`config.mk`:
```
export PLATFORM = sky130hd
export DESIGN_NAME = multi_cycle_main_fsm_flat
export DESIGN_NICKNAME = d
export VERILOG_FILES = /design/src/rtl/multi_cycle_main_fsm_if.sv /design/src/rtl/multi_cycle_main_fsm.sv /design/src/flat_wrapper.sv
export SDC_FILE = /design/constraint.sdc
export NUM_CORES = 1
export LEC_CHECK = 0
export ABC_CLOCK_PERIOD_IN_PS = 1700
export CAP_MARGIN = 20
export CORE_AREA = 10 10 47 49
export DETAILED_ROUTE_END_ITERATION = 12
export DIE_AREA = 0 0 57 59
export DONT_BUFFER_PORTS = 1
export HOLD_SLACK_MARGIN = 0.08
export REMOVE_ABC_BUFFERS = 1
export SYNTH_ARGS = -nofsm -noshare
export SYNTH_HDL_FRONTEND = slang
export SYNTH_SLANG_ARGS = --single-unit
```
`constraint.sdc`:
```
create_clock -name clk -period 1.7 [get_ports clk]
set_input_delay 0.34 -clock clk [delete_from_list [all_inputs] [get_ports clk]]
set_output_delay 0.34 -clock clk [all_outputs]
set_load 0.1 [all_outputs]
```
`src/rtl/multi_cycle_main_fsm_if.sv`:
```
// Control bundle between the multi-cycle main FSM (master) and the RV32I datapath (slave).
// Carries the opcode and status flags in, and the mux selectors and write enables out.
interface multi_cycle_main_fsm_if;
    logic [6:0] opcode;
    logic       zero;
    logic       mem_ready;
    logic [1:0] alu_src_a;
    logic [1:0] alu_src_b;
    logic [1:0] result_src;
    logic       adr_src;
    logic [1:0] alu_op;
    logic       ir_write;
    logic       pc_write;
    logic       reg_write;
    logic       mem_write;
    logic       illegal_op;

    modport master (
        input  opcode, zero, mem_ready,
        output alu_src_a, alu_src_b, result_src, adr_src, alu_op,
               ir_write, pc_write, reg_write, mem_write, illegal_op
    );

    modport slave (
        output opcode, zero, mem_ready,
        input  alu_src_a, alu_src_b, result_src, adr_src, alu_op,
               ir_write, pc_write, reg_write, mem_write, illegal_op
    );
endinterface

```
`src/rtl/multi_cycle_main_fsm.sv`:
```
// Main control FSM of the multi-cycle RV32I core: sequences ALU, memory port and register file.
// Optional MEM_WAIT_EN: FETCH, MEMREAD and MEMWRITE stall until mem_ready=1.
//
// state    | meaning
// ---------+----------------------------------------------------
// FETCH    | read instr at PC into IR, PC <= PC + 4
// DECODE   | read regs, ALUOut <= old PC + imm (branch target)
// MEMADR   | ALUOut <= rs1 + imm (load/store address)
// MEMREAD  | read data memory at ALUOut
// MEMWB    | rd <= memory data register
// MEMWRITE | write rs2 to data memory at ALUOut
// EXECR    | ALUOut <= rs1 op rs2
// EXECI    | ALUOut <= rs1 op imm
// ALUWB    | rd <= ALUOut
// JAL      | PC <= ALUOut (target), ALUOut <= old PC + 4
// BEQ      | compare rs1 - rs2, PC <= ALUOut when zero
module multi_cycle_main_fsm (
    input  logic                   clk,
    input  logic                   resetn,
    multi_cycle_main_fsm_if.master bus
);

    localparam logic [6:0] OP_LOAD  = 7'b0000011;
    localparam logic [6:0] OP_STORE = 7'b0100011;
    localparam logic [6:0] OP_RTYPE = 7'b0110011;
    localparam logic [6:0] OP_ITYPE = 7'b0010011;
    localparam logic [6:0] OP_JAL   = 7'b1101111;
    localparam logic [6:0] OP_BEQ   = 7'b1100011;

    typedef enum logic [3:0] {
        S_FETCH    = 4'd0,
        S_DECODE   = 4'd1,
        S_MEMADR   = 4'd2,
        S_MEMREAD  = 4'd3,
        S_MEMWB    = 4'd4,
        S_MEMWRITE = 4'd5,
        S_EXECR    = 4'd6,
        S_EXECI    = 4'd7,
        S_ALUWB    = 4'd8,
        S_JAL      = 4'd9,
        S_BEQ      = 4'd10
    } state_t;

    state_t     state, state_nxt;
    logic       mem_done;
    logic [1:0] alu_src_a, alu_src_b, result_src, alu_op;
    logic       adr_src, ir_write, pc_write, reg_write, mem_write, illegal_op;

`ifdef MEM_WAIT_EN
    assign mem_done = bus.mem_ready;
`else
    logic mem_ready_unused;
    assign mem_ready_unused = bus.mem_ready;
    assign mem_done         = 1'b1;
`endif

    always_ff @(posedge clk) begin
        if (!resetn) state <= S_FETCH;
        else         state <= state_nxt;
    end

    always_comb begin
        state_nxt  = S_FETCH;
        alu_src_a  = 2'b00;
        alu_src_b  = 2'b00;
        result_src = 2'b00;
        adr_src    = 1'b0;
        alu_op     = 2'b00;
        ir_write   = 1'b0;
        pc_write   = 1'b0;
        reg_write  = 1'b0;
        mem_write  = 1'b0;
        illegal_op = 1'b0;
        case (state)
            S_FETCH: begin
                alu_src_b  = 2'b10;
                result_src = 2'b10;
                ir_write   = mem_done;
                pc_write   = mem_done;
                state_nxt  = mem_done ? S_DECODE : S_FETCH;
            end
            S_DECODE: begin
                alu_src_a = 2'b01;
                alu_src_b = 2'b01;
                case (bus.opcode)
                    OP_LOAD, OP_STORE: state_nxt = S_MEMADR;
                    OP_RTYPE:          state_nxt = S_EXECR;
                    OP_ITYPE:          state_nxt = S_EXECI;
                    OP_JAL:            state_nxt = S_JAL;
                    OP_BEQ:            state_nxt = S_BEQ;
                    default: begin
                        state_nxt  = S_FETCH;
                        illegal_op = 1'b1;
                    end
                endcase
            end
            S_MEMADR: begin
                alu_src_a = 2'b10;
                alu_src_b = 2'b01;
                state_nxt = (bus.opcode == OP_STORE) ? S_MEMWRITE : S_MEMREAD;
            end
            S_MEMREAD: begin
                adr_src   = 1'b1;
                state_nxt = mem_done ? S_MEMWB : S_MEMREAD;
            end
            S_MEMWB: begin
                result_src = 2'b01;
                reg_write  = 1'b1;
            end
            S_MEMWRITE: begin
                adr_src   = 1'b1;
                mem_write = 1'b1;
                state_nxt = mem_done ? S_FETCH : S_MEMWRITE;
            end
            S_EXECR: begin
                alu_src_a = 2'b10;
                alu_op    = 2'b10;
                state_nxt = S_ALUWB;
            end
            S_EXECI: begin
                alu_src_a = 2'b10;
                alu_src_b = 2'b01;
                alu_op    = 2'b10;
                state_nxt = S_ALUWB;
            end
            S_ALUWB: begin
                reg_write = 1'b1;
            end
            S_JAL: begin
                alu_src_a = 2'b01;
                alu_src_b = 2'b10;
                pc_write  = 1'b1;
                state_nxt = S_ALUWB;
            end
            S_BEQ: begin
                alu_src_a = 2'b10;
                alu_op    = 2'b01;
                pc_write  = bus.zero;
            end
            default: state_nxt = S_FETCH;
        endcase

        // Reset overrides everything so an aborted instruction never writes.
        if (!resetn) begin
            alu_src_a  = 2'b00;
            alu_src_b  = 2'b10;
            result_src = 2'b10;
            adr_src    = 1'b0;
            alu_op     = 2'b00;
            ir_write   = 1'b0;
            pc_write   = 1'b0;
            reg_write  = 1'b0;
            mem_write  = 1'b0;
            illegal_op = 1'b0;
        end
    end

    assign bus.alu_src_a  = alu_src_a;
    assign bus.alu_src_b  = alu_src_b;
    assign bus.result_src = result_src;
    assign bus.adr_src    = adr_src;
    assign bus.alu_op     = alu_op;
    assign bus.ir_write   = ir_write;
    assign bus.pc_write   = pc_write;
    assign bus.reg_write  = reg_write;
    assign bus.mem_write  = mem_write;
    assign bus.illegal_op = illegal_op;

endmodule

```
`src/flat_wrapper.sv`:
```
// flat-port wrapper written by rule: the top's interface ports become plain ports
module multi_cycle_main_fsm_flat 
  (clk, resetn, bus_opcode, bus_zero, bus_mem_ready, bus_alu_src_a, bus_alu_src_b, bus_result_src, bus_adr_src, bus_alu_op, bus_ir_write, bus_pc_write, bus_reg_write, bus_mem_write, bus_illegal_op);
  multi_cycle_main_fsm_if bus_i ();
  input  logic clk;
  input  logic resetn;
  input wire logic [$bits(bus_i.opcode)-1:0] bus_opcode;
  input wire logic [$bits(bus_i.zero)-1:0] bus_zero;
  input wire logic [$bits(bus_i.mem_ready)-1:0] bus_mem_ready;
  output wire logic [$bits(bus_i.alu_src_a)-1:0] bus_alu_src_a;
  output wire logic [$bits(bus_i.alu_src_b)-1:0] bus_alu_src_b;
  output wire logic [$bits(bus_i.result_src)-1:0] bus_result_src;
  output wire logic [$bits(bus_i.adr_src)-1:0] bus_adr_src;
  output wire logic [$bits(bus_i.alu_op)-1:0] bus_alu_op;
  output wire logic [$bits(bus_i.ir_write)-1:0] bus_ir_write;
  output wire logic [$bits(bus_i.pc_write)-1:0] bus_pc_write;
  output wire logic [$bits(bus_i.reg_write)-1:0] bus_reg_write;
  output wire logic [$bits(bus_i.mem_write)-1:0] bus_mem_write;
  output wire logic [$bits(bus_i.illegal_op)-1:0] bus_illegal_op;
  assign bus_i.opcode = bus_opcode;
  assign bus_i.zero = bus_zero;
  assign bus_i.mem_ready = bus_mem_ready;
  assign bus_alu_src_a = bus_i.alu_src_a;
  assign bus_alu_src_b = bus_i.alu_src_b;
  assign bus_result_src = bus_i.result_src;
  assign bus_adr_src = bus_i.adr_src;
  assign bus_alu_op = bus_i.alu_op;
  assign bus_ir_write = bus_i.ir_write;
  assign bus_pc_write = bus_i.pc_write;
  assign bus_reg_write = bus_i.reg_write;
  assign bus_mem_write = bus_i.mem_write;
  assign bus_illegal_op = bus_i.illegal_op;
  multi_cycle_main_fsm u_core (.clk(clk), .resetn(resetn), .bus(bus_i));
endmodule
```
==> results.ini, run 1 <==
[outcome]
status = finished, violations left
violations = setup timing

[pwr]
p_sw_uw = 181
seqPwrFrac_pct = 22.2
power_frac_clock_pct = 26.1
p_leak_nw = 0.410
p_int_uw = 265
swShare_pct = 40.6
ir_drop_mv = 0.458
pwr-share-comb_pct = 51.7
power_density_mw_per_mm2 = 404

[sta]
timing.final.crit_share_pct = 101
finalSetupTns_ns = -0.0542
fin_crit_ns = 1.72
final-hold-violation-count = 0
layout_setup_ws_ns = -0.0225
worstMarginPinSlew_ns = 0.346
rsz0062_at_grt = yes
whs_ns = 0.283
fmax_ghz = 0.581
fin_skew_ns = 0.00419
slew_headroom_pct = 76.7
final-max-slew-violation-count = 0
setup_viol = 4

[worst_setup_path]
r2r_start = u_core.state[1]
r2r_end = u_core.state[3]
arrival_ns = 1.38
startpoint = u_core.state[2]
reg2reg_depth = 5
end_kind = primary output
path_class = reg -> out
worstSetupStartpointType = flip-flop
required_ns = 1.36
cp_max_fo = 5
cp-endpoint = bus_alu_src_b[0]
reg2reg_slack_ns = 0.38

[flow_run]
drv_cap = 0

[grt]
grt_max_degree = 11
global_route.overflow_total = 0
global_route.usage.total_pct = 9.46
grt_pass1_wl_um = 2710
grt_pass1_vias = 610
antenna_found_initial = 0

[clocking]
cts_root_buf = clkbuf_4
cts_hold_buf = 0
clkSinkCount = 4
cts_tree = yes
insertion_delay_ns = 0.23
clockBufferDepth = 2
clk_pin_slew_ns = 0.04
cts_made_buffers = 3
cts_max_level = 1

[synth]
synth.area.top_cells = dfxtp_1, nand2_1, nor2_1
ys_warn_count = 0
ys_seq_area_share_pct = 17.0
syn_avg_cell_area_sq_um = 6.84
synthCells = 69
yosysTopAreaCell = dfxtp_1
synth_cell_type_count = 31
async_flop_share_pct = 0
ys_ff_latch = 4
synth_ff_type = dfxtp_1
synth_edf_count = 0
synth_top_area_share_pct = 17.0
syn_area_sq_um = 472

[drt]
drtAntennaViolNets = 0
wl_per_cell_um = 16.7
first_iter_violations = 6
vias_per_cell = 5.62
drc = 0
vias = 607
dr.pass1.iters = 4
routed_wl_um = 1810

[worst_hold_path]
hp-start = resetn
hp-class = in -> reg

[cells_and_area]
synthToLayoutAreaGrowth_pct = 134
nNetsFinal = 105
nFillCells = 80
largest_registers = u_core.state (4)
stdcell_count = 108
final_util_pct = 78.9
antennaDiodeCount = 0
layout_commonest_cell = buf_12
final_cell_mix = buf_12, nand2_1, buf_4, nor2_2, clkbuf_16
layout-drive-gt1-share_pct = 67.4
largest_reg_flops = 4
top_register = u_core.state
seqCellArea_sq_um = 92.6
multiInputGateArea_sq_um = 541

[floorplanning]
core_area_sq_mm = 0.00140
die_w_um = 57
dieHeight_um = 59
num_rows = 14
io_pins = 25
die_area_sq_mm = 0.00336
start_util_pct = 33.7

[placement]
dpl.hpwl_um = 1210
dpl.cell_count = 99
port-buffer-count = 0
place_congestion = 0.692

==> cell families after synthesis <==
| group | after synthesis | share of synthesized area, % |
|---|---|---|
| AO/OA/AOI/OAI | 15 | 21.8 |
| XOR/XNOR | 4 | 7.43 |
| buffers and inverters | 6 | 5.83 |
| flip-flops | 4 | 17.0 |
| multiplexers | 1 | 2.12 |
| AND/OR/NAND/NOR | 39 | 45.9 |
==> per-stage QoR <==
stage,area [sq um],power [mW],setup slack (ns)
after CTS,1050,0.434,-0.0118
after detailed placement,876,0.305,0.0322
after global routing,1110,0.466,-0.0780
after global placement,876,0.301,0.0863
after floorplan,444,0.224,-2.34
final,1110,0.446,-0.0225
==> power by group through the flow <==
stage | logic (mW) | registers [mW] | clock network [mW]
3_3_place_gp | 0.199 | 0.102 | 0
5_1_grt | 0.241 | 0.0998 | 0.125
4_1_cts | 0.217 | 0.0997 | 0.118
3_5_place_dp | 0.202 | 0.103 | 0
2_1_floorplan | 0.118 | 0.106 | 0
6_report | 0.231 | 0.0992 | 0.116
==> cell usage after synthesis (3+ instances only) <==
cell / count
nor2b_1: 3
nor2_1: 7
nor3b_1: 3
nor3_1: 4
nand2_1: 8
a21oi_1: 4
buf_2: 4
dfxtp_1: 4
nand2b_1: 3
==> repair_timing <==
| item | CTS | global route |
|---|---|---|
| pin swaps | 5 | 6 |
| gates cloned | 1 | 0 |
| gates resized for setup | 23 | 13 |
| endpoints found under the setup margin | 11 | 10 |
| buffers inserted | 3 | 2 |
==> final cells by class <==
type,count,share of cell area [%]
flip-flops and latches,4,8.37
repair buffers,26,38.9
clock buffers,3,2.04
well taps,16,1.81
multi-input cells,59,48.9
==> worst max-delay path, cell delays in order (launching register included) <==
cell and delay, ns:
dfxtp_2 0.34, buf_8 0.15, xnor2_2 0.21, a21oi_1 0.11, nor2b_2 0.16, buf_12 0.19
==> worst min-delay path by stage <==
stage,endpoint,slack (ns),cells after the start
after floorplan,u_core.state[3],0.48,2
after global placement,u_core.state[3],0.52,2
after detailed placement,u_core.state[3],0.52,2
after CTS,u_core.state[3],0.29,2
after global routing,u_core.state[3],0.28,2
final,u_core.state[3],0.28,2
==> layer usage <==
metal  up-vias  routed length, um  track usage [%]
met5         -                  0                0
met1       283                690             9.83
met4         0                 14             3.02
met2        22                934             16.6
li1        300                  -                -
met3         2                166             4.29
Power figures use the tool's default switching activity.
==> inputs of run 2 (changes only) <==
--- a/config.mk
+++ b/config.mk
@@ -12,6 +12,8 @@
 export DIE_AREA = 0 0 57 59
 export DONT_BUFFER_PORTS = 1
 export HOLD_SLACK_MARGIN = 0.08
+export MAX_ROUTING_LAYER = met4
+export PLACE_DENSITY = 0.46
 export REMOVE_ABC_BUFFERS = 1
 export SYNTH_ARGS = -nofsm -noshare
 export SYNTH_HDL_FRONTEND = slang
==> results.ini, run 2 (synthesis results as in run 1) <==
[floorplanning]
core_area_sq_mm = 0.00140
start_util_pct = 33.7
num_rows = 14
io_pins = 25
die_area_sq_mm = 0.00336
dieHeight_um = 59
die_w_um = 57

[cells_and_area]
top_register = u_core.state
final_cell_mix = buf_4, buf_12, nand2_1, nor2_2, clkbuf_16
multiInputGateArea_sq_um = 548
final_area_sq_mm = 0.00115
layout_commonest_cell = buf_4
largest_reg_flops = 4
seqCellArea_sq_um = 92.6
final_util_pct = 82.1
nNetsFinal = 110
antennaDiodeCount = 0
nFillCells = 83
largest_registers = u_core.state (4)
synthToLayoutAreaGrowth_pct = 144
layout-drive-gt1-share_pct = 68.0

[drt]
vias = 629
dr.pass1.iters = 4
wl_per_cell_um = 15.3
routed_wl_um = 1730
drc = 0
drtAntennaViolNets = 0
vias_per_cell = 5.57
first_iter_violations = 3

[sta]
whs_ns = 0.293
slew_headroom_pct = 77.9
finalSetupTns_ns = -0.214
worstMarginPinSlew_ns = 0.328
timing.final.crit_share_pct = 104
layout_setup_ws_ns = -0.0607
setup_viol = 7
fin_crit_ns = 1.76
final-hold-violation-count = 0
fin_skew_ns = 0.00455
final-max-slew-violation-count = 0
rsz0062_at_grt = yes
fmax_ghz = 0.568

[clocking]
cts_max_level = 1
clockBufferDepth = 2
cts_hold_buf = 0
cts_root_buf = clkbuf_4
cts_made_buffers = 3
cts_tree = yes
clk_pin_slew_ns = 0.04
insertion_delay_ns = 0.24
clkSinkCount = 4

[worst_setup_path]
arrival_ns = 1.42
path_cells = buf_8, xnor2_4, nor4b_4, clkbuf_16
max_stage_delay_ns = 0.32
required_ns = 1.36
worstSetupStartpointType = flip-flop
slowest_stage = dfxtp_2
path_class = reg -> out
cp_max_fo = 6
end_kind = primary output

[grt]
grt_pass1_vias = 615
antenna_found_initial = 0
global_route.usage.total_pct = 10.1
grt_max_degree = 9
global_route.overflow_total = 0
grt_pass1_wl_um = 2770

[outcome]
violations = setup timing
status = finished, violations left

[worst_hold_path]
hp-class = in -> reg

[placement]
place_congestion = 0.762
dpl.hpwl_um = 1130
port-buffer-count = 0
dpl-instance-area_sq_um = 876

[flow_run]
drv_cap = 0

[pwr]
ir_drop_mv = 0.391
power_density_mw_per_mm2 = 393
power_uw = 452
p_leak_nw = 0.436

[run 2: layout make-up]
type	instances	area share [%]
flip-flops and latches	4	8.04
clock buffers	3	1.96
well taps	16	1.74
repair buffers	31	40.7
multi-input cells	59	47.6
[run 2: through the flow]
step,setup slack (ns),instances
after detailed placement,0.0579,99
final,-0.0607,113
after global placement,0.0938,99
after CTS,-0.0567,109
after floorplan,-2.34,63
after global routing,-0.0960,113
[run 2: worst paths after layout]
check	to	depth (start not counted)	slack (ns)	start
max reg2reg	u_core.state[3]	5	0.47	u_core.state[1]
max	bus_reg_write	4	-0.06	u_core.state[2]
min reg2reg	u_core.state[0]	2	0.67	u_core.state[3]
min	u_core.state[3]	2	0.29	resetn
[run 2: power breakdown]
| part | total [mW] | switching, mW | internal [mW] |
|---|---|---|---|
| Combinational | 0.233 | 0.141 | 0.0920 |
| Sequential | 0.0966 | 0.00302 | 0.0936 |
| Clock | 0.123 | 0.0438 | 0.0793 |
[run 2: layer usage]
layer	vias up	wire length [um]	GRT usage, %
met5	-	0	-
met4	0	27	4.36
met3	2	207	5.15
met2	33	830	16.1
met1	290	662	10.2
li1	304	-	-
[run 2: what timing repair did]
item / CTS / global route
pin swaps: 3 / 5
setup endpoints to repair: 14 / 10
setup buffers: 7 / 4
gates resized for setup: 18 / 16
[run 2: critical path: cells and delay by family (launching register included)]
| family | cells | cell delay (ns) |
|---|---|---|
| xor gates and xnor gates | 1 | 0.13 |
| buffers and inverters | 2 | 0.40 |
| DFF | 1 | 0.32 |
| and+or+nand+nor | 1 | 0.32 |
==> inputs of run 3 (changes only) <==
--- a/config.mk
+++ b/config.mk
@@ -5,15 +5,17 @@
 export SDC_FILE = /design/constraint.sdc
 export NUM_CORES = 1
 export LEC_CHECK = 0
+export ABC_AREA = 1
 export ABC_CLOCK_PERIOD_IN_PS = 1700
 export CAP_MARGIN = 20
 export CORE_AREA = 10 10 47 49
+export CTS_CLUSTER_SIZE = 12
 export DETAILED_ROUTE_END_ITERATION = 12
 export DIE_AREA = 0 0 57 59
 export DONT_BUFFER_PORTS = 1
 export HOLD_SLACK_MARGIN = 0.08
 export MAX_ROUTING_LAYER = met4
-export PLACE_DENSITY = 0.46
+export PLACE_DENSITY = 0.5
 export REMOVE_ABC_BUFFERS = 1
 export SYNTH_ARGS = -nofsm -noshare
 export SYNTH_HDL_FRONTEND = slang
==> results.ini, run 3 <==
[outcome]
status = finished, violations left
violations = setup timing

[worst_setup_path]
reg2reg_slack_ns = 0.52
r2r_end = u_core.state[2]
cp_max_fo = 4
required_ns = 1.36
arrival_ns = 1.40
startpoint = u_core.state[1]
worstSetupStartpointType = flip-flop
path_class = reg -> out
end_kind = primary output
reg2reg_depth = 9
r2r_start = u_core.state[1]

[pwr]
power_frac_clock_pct = 28.7
pwr-share-comb_pct = 49.6
p_sw_uw = 196
ir_drop_mv = 0.272
swShare_pct = 43.9
seqPwrFrac_pct = 21.7
p_int_uw = 251
p_leak_nw = 0.466
power_density_mw_per_mm2 = 439
power_uw = 447

[floorplanning]
io_pins = 25
die_w_um = 57
num_rows = 14
dieHeight_um = 59
start_util_pct = 36.4
die_area_sq_mm = 0.00336
core_area_sq_mm = 0.00140

[grt]
grt_max_degree = 10
grt_pass1_vias = 667
global_route.overflow_total = 0
global_route.usage.total_pct = 10.7
antenna_found_initial = 0
grt_pass1_wl_um = 2840

[sta]
rsz0062_at_grt = yes
layout_setup_ws_ns = -0.0382
finalSetupTns_ns = -0.0870
final-max-slew-violation-count = 0
fin_skew_ns = 0.00339
fmax_ghz = 0.575
whs_ns = 0.186
timing.final.crit_share_pct = 102
slew_headroom_pct = 80.4
worstMarginPinSlew_ns = 0.292
fin_crit_ns = 1.74
setup_viol = 5
final-hold-violation-count = 0

[drt]
drc = 0
wl_per_cell_um = 13.2
vias = 674
drtAntennaViolNets = 0
dr_wl_met2_um = 917
top_layer = met4
routed_wl_um = 1760
first_iter_violations = 24
vias_per_cell = 5.07
wirelength_met1_um = 646
dr.pass1.iters = 5
route.met3.wl_um = 139

[cells_and_area]
final_area_sq_mm = 0.00102
layout-drive-gt1-share_pct = 51.3
synthToLayoutAreaGrowth_pct = 99.5
final_cell_mix = nand2_1, inv_1, buf_12, nand3_1, buf_4
layout_commonest_cell = nand2_1
nFillCells = 113
top_register = u_core.state
largest_reg_flops = 4
stdcell_count = 133
final_util_pct = 72.7
largest_registers = u_core.state (4)
antennaDiodeCount = 0
nNetsFinal = 130

[synth]
ys_warn_count = 0
synth.area.top_cells = nand2_1, dfxtp_1, nand3_1
synth_common_cells = nand2_1, inv_1, nand3_1
synth_top_area_share_pct = 18.4
synth_cell_type_count = 19
yosysTopAreaCell = nand2_1
synth_ff_type = dfxtp_1
ys_ff_latch = 4
synthCells = 92
async_flop_share_pct = 0
syn_area_sq_um = 510
ys_seq_area_share_pct = 15.7
yosysMostFrequentCell = nand2_1
synth_edf_count = 0
syn_avg_cell_area_sq_um = 5.55

[worst_hold_path]
min_to = u_core.state[2]
hp-class = in -> reg
hp-start = resetn
hold_depth = 2

[placement]
place_ws_ns = 0.0931
place_congestion = 0.803
port-buffer-count = 0
dpl.cell_count = 123
dpl-instance-area_sq_um = 862
dpl.hpwl_um = 1310

[clocking]
cts_root_buf = clkbuf_4
cts_max_level = 1
cts_tree = yes
clkSinkCount = 4
insertion_delay_ns = 0.25
clk_pin_slew_ns = 0.04
cts_hold_buf = 0
cts_made_buffers = 3
clockBufferDepth = 2

[flow_run]
drv_cap = 0

-- run 3: cell count changes after synthesis, sizes merged, moves of 3 or more --
cell    before  now
nand2        8   27
nand3        1   11
inv          0   19
nor3b        3    0
nor2         7   15
nor2b        3    0
buf          5    1
nand2b       3    0
-- run 3: worst max path at each step --
stage / endpoint / slack [ns]
final: bus_pc_write / -0.04
after global routing: bus_pc_write / -0.11
after global placement: bus_alu_src_b[1] / 0.10
after detailed placement: bus_alu_src_b[1] / 0.09
after CTS: bus_illegal_op / -0.03
after floorplan: bus_pc_write / -1.62
-- run 3: area by class of cell --
class / count / area (sq um) / area share (%)
Timing Repair Buffer: 23 / 348 / 34.2
Sequential cell: 4 / 95.1 / 9.34
Tap cell: 16 / 20.0 / 1.97
Multi-Input combinational cell: 68 / 452 / 44.3
Clock buffer: 3 / 22.5 / 2.21
Inverter: 19 / 81.3 / 7.99
-- run 3: per-layer routing --
metal / vias to the layer above / GRT usage, %
met3: 6 / 2.58
met2: 27 / 19.8
li1: 340 / -
met1: 301 / 9.08
met5: - / -
met4: 0 / 8.05
-- run 3: power by group through the flow --
stage	registers [mW]	logic [mW]	clock network (mW)
2_1_floorplan	0.102	0.130	0
3_3_place_gp	0.102	0.203	0
3_5_place_dp	0.102	0.205	0
4_1_cts	0.0982	0.217	0.128
5_1_grt	0.0971	0.233	0.136
6_report	0.0968	0.222	0.128
-- run 3: what timing repair did --
| action | CTS | global route |
|---|---|---|
| gates resized for setup | 10 | 16 |
| pin swaps | 2 | 2 |
| buffers inserted | 6 | 1 |
| endpoints found under the setup margin | 10 | 12 |
-- run 3: logic make-up after synthesis --
group | after synthesis | synth area share (%)
buffers and inverters | 20 | 15.4
AND/OR/NAND/NOR | 60 | 60.3
AO/OA/AOI/OAI | 8 | 8.58
flip-flops | 4 | 15.7
-- run 3: critical path, stage by stage, from the launching register on --
cell and delay (ns):
dfxtp_4 0.37, inv_4 0.05, nor2_2 0.12, nand3_1 0.14, nor2_2 0.13, nand2_1 0.07
o21ai_2 0.08, buf_12 0.19
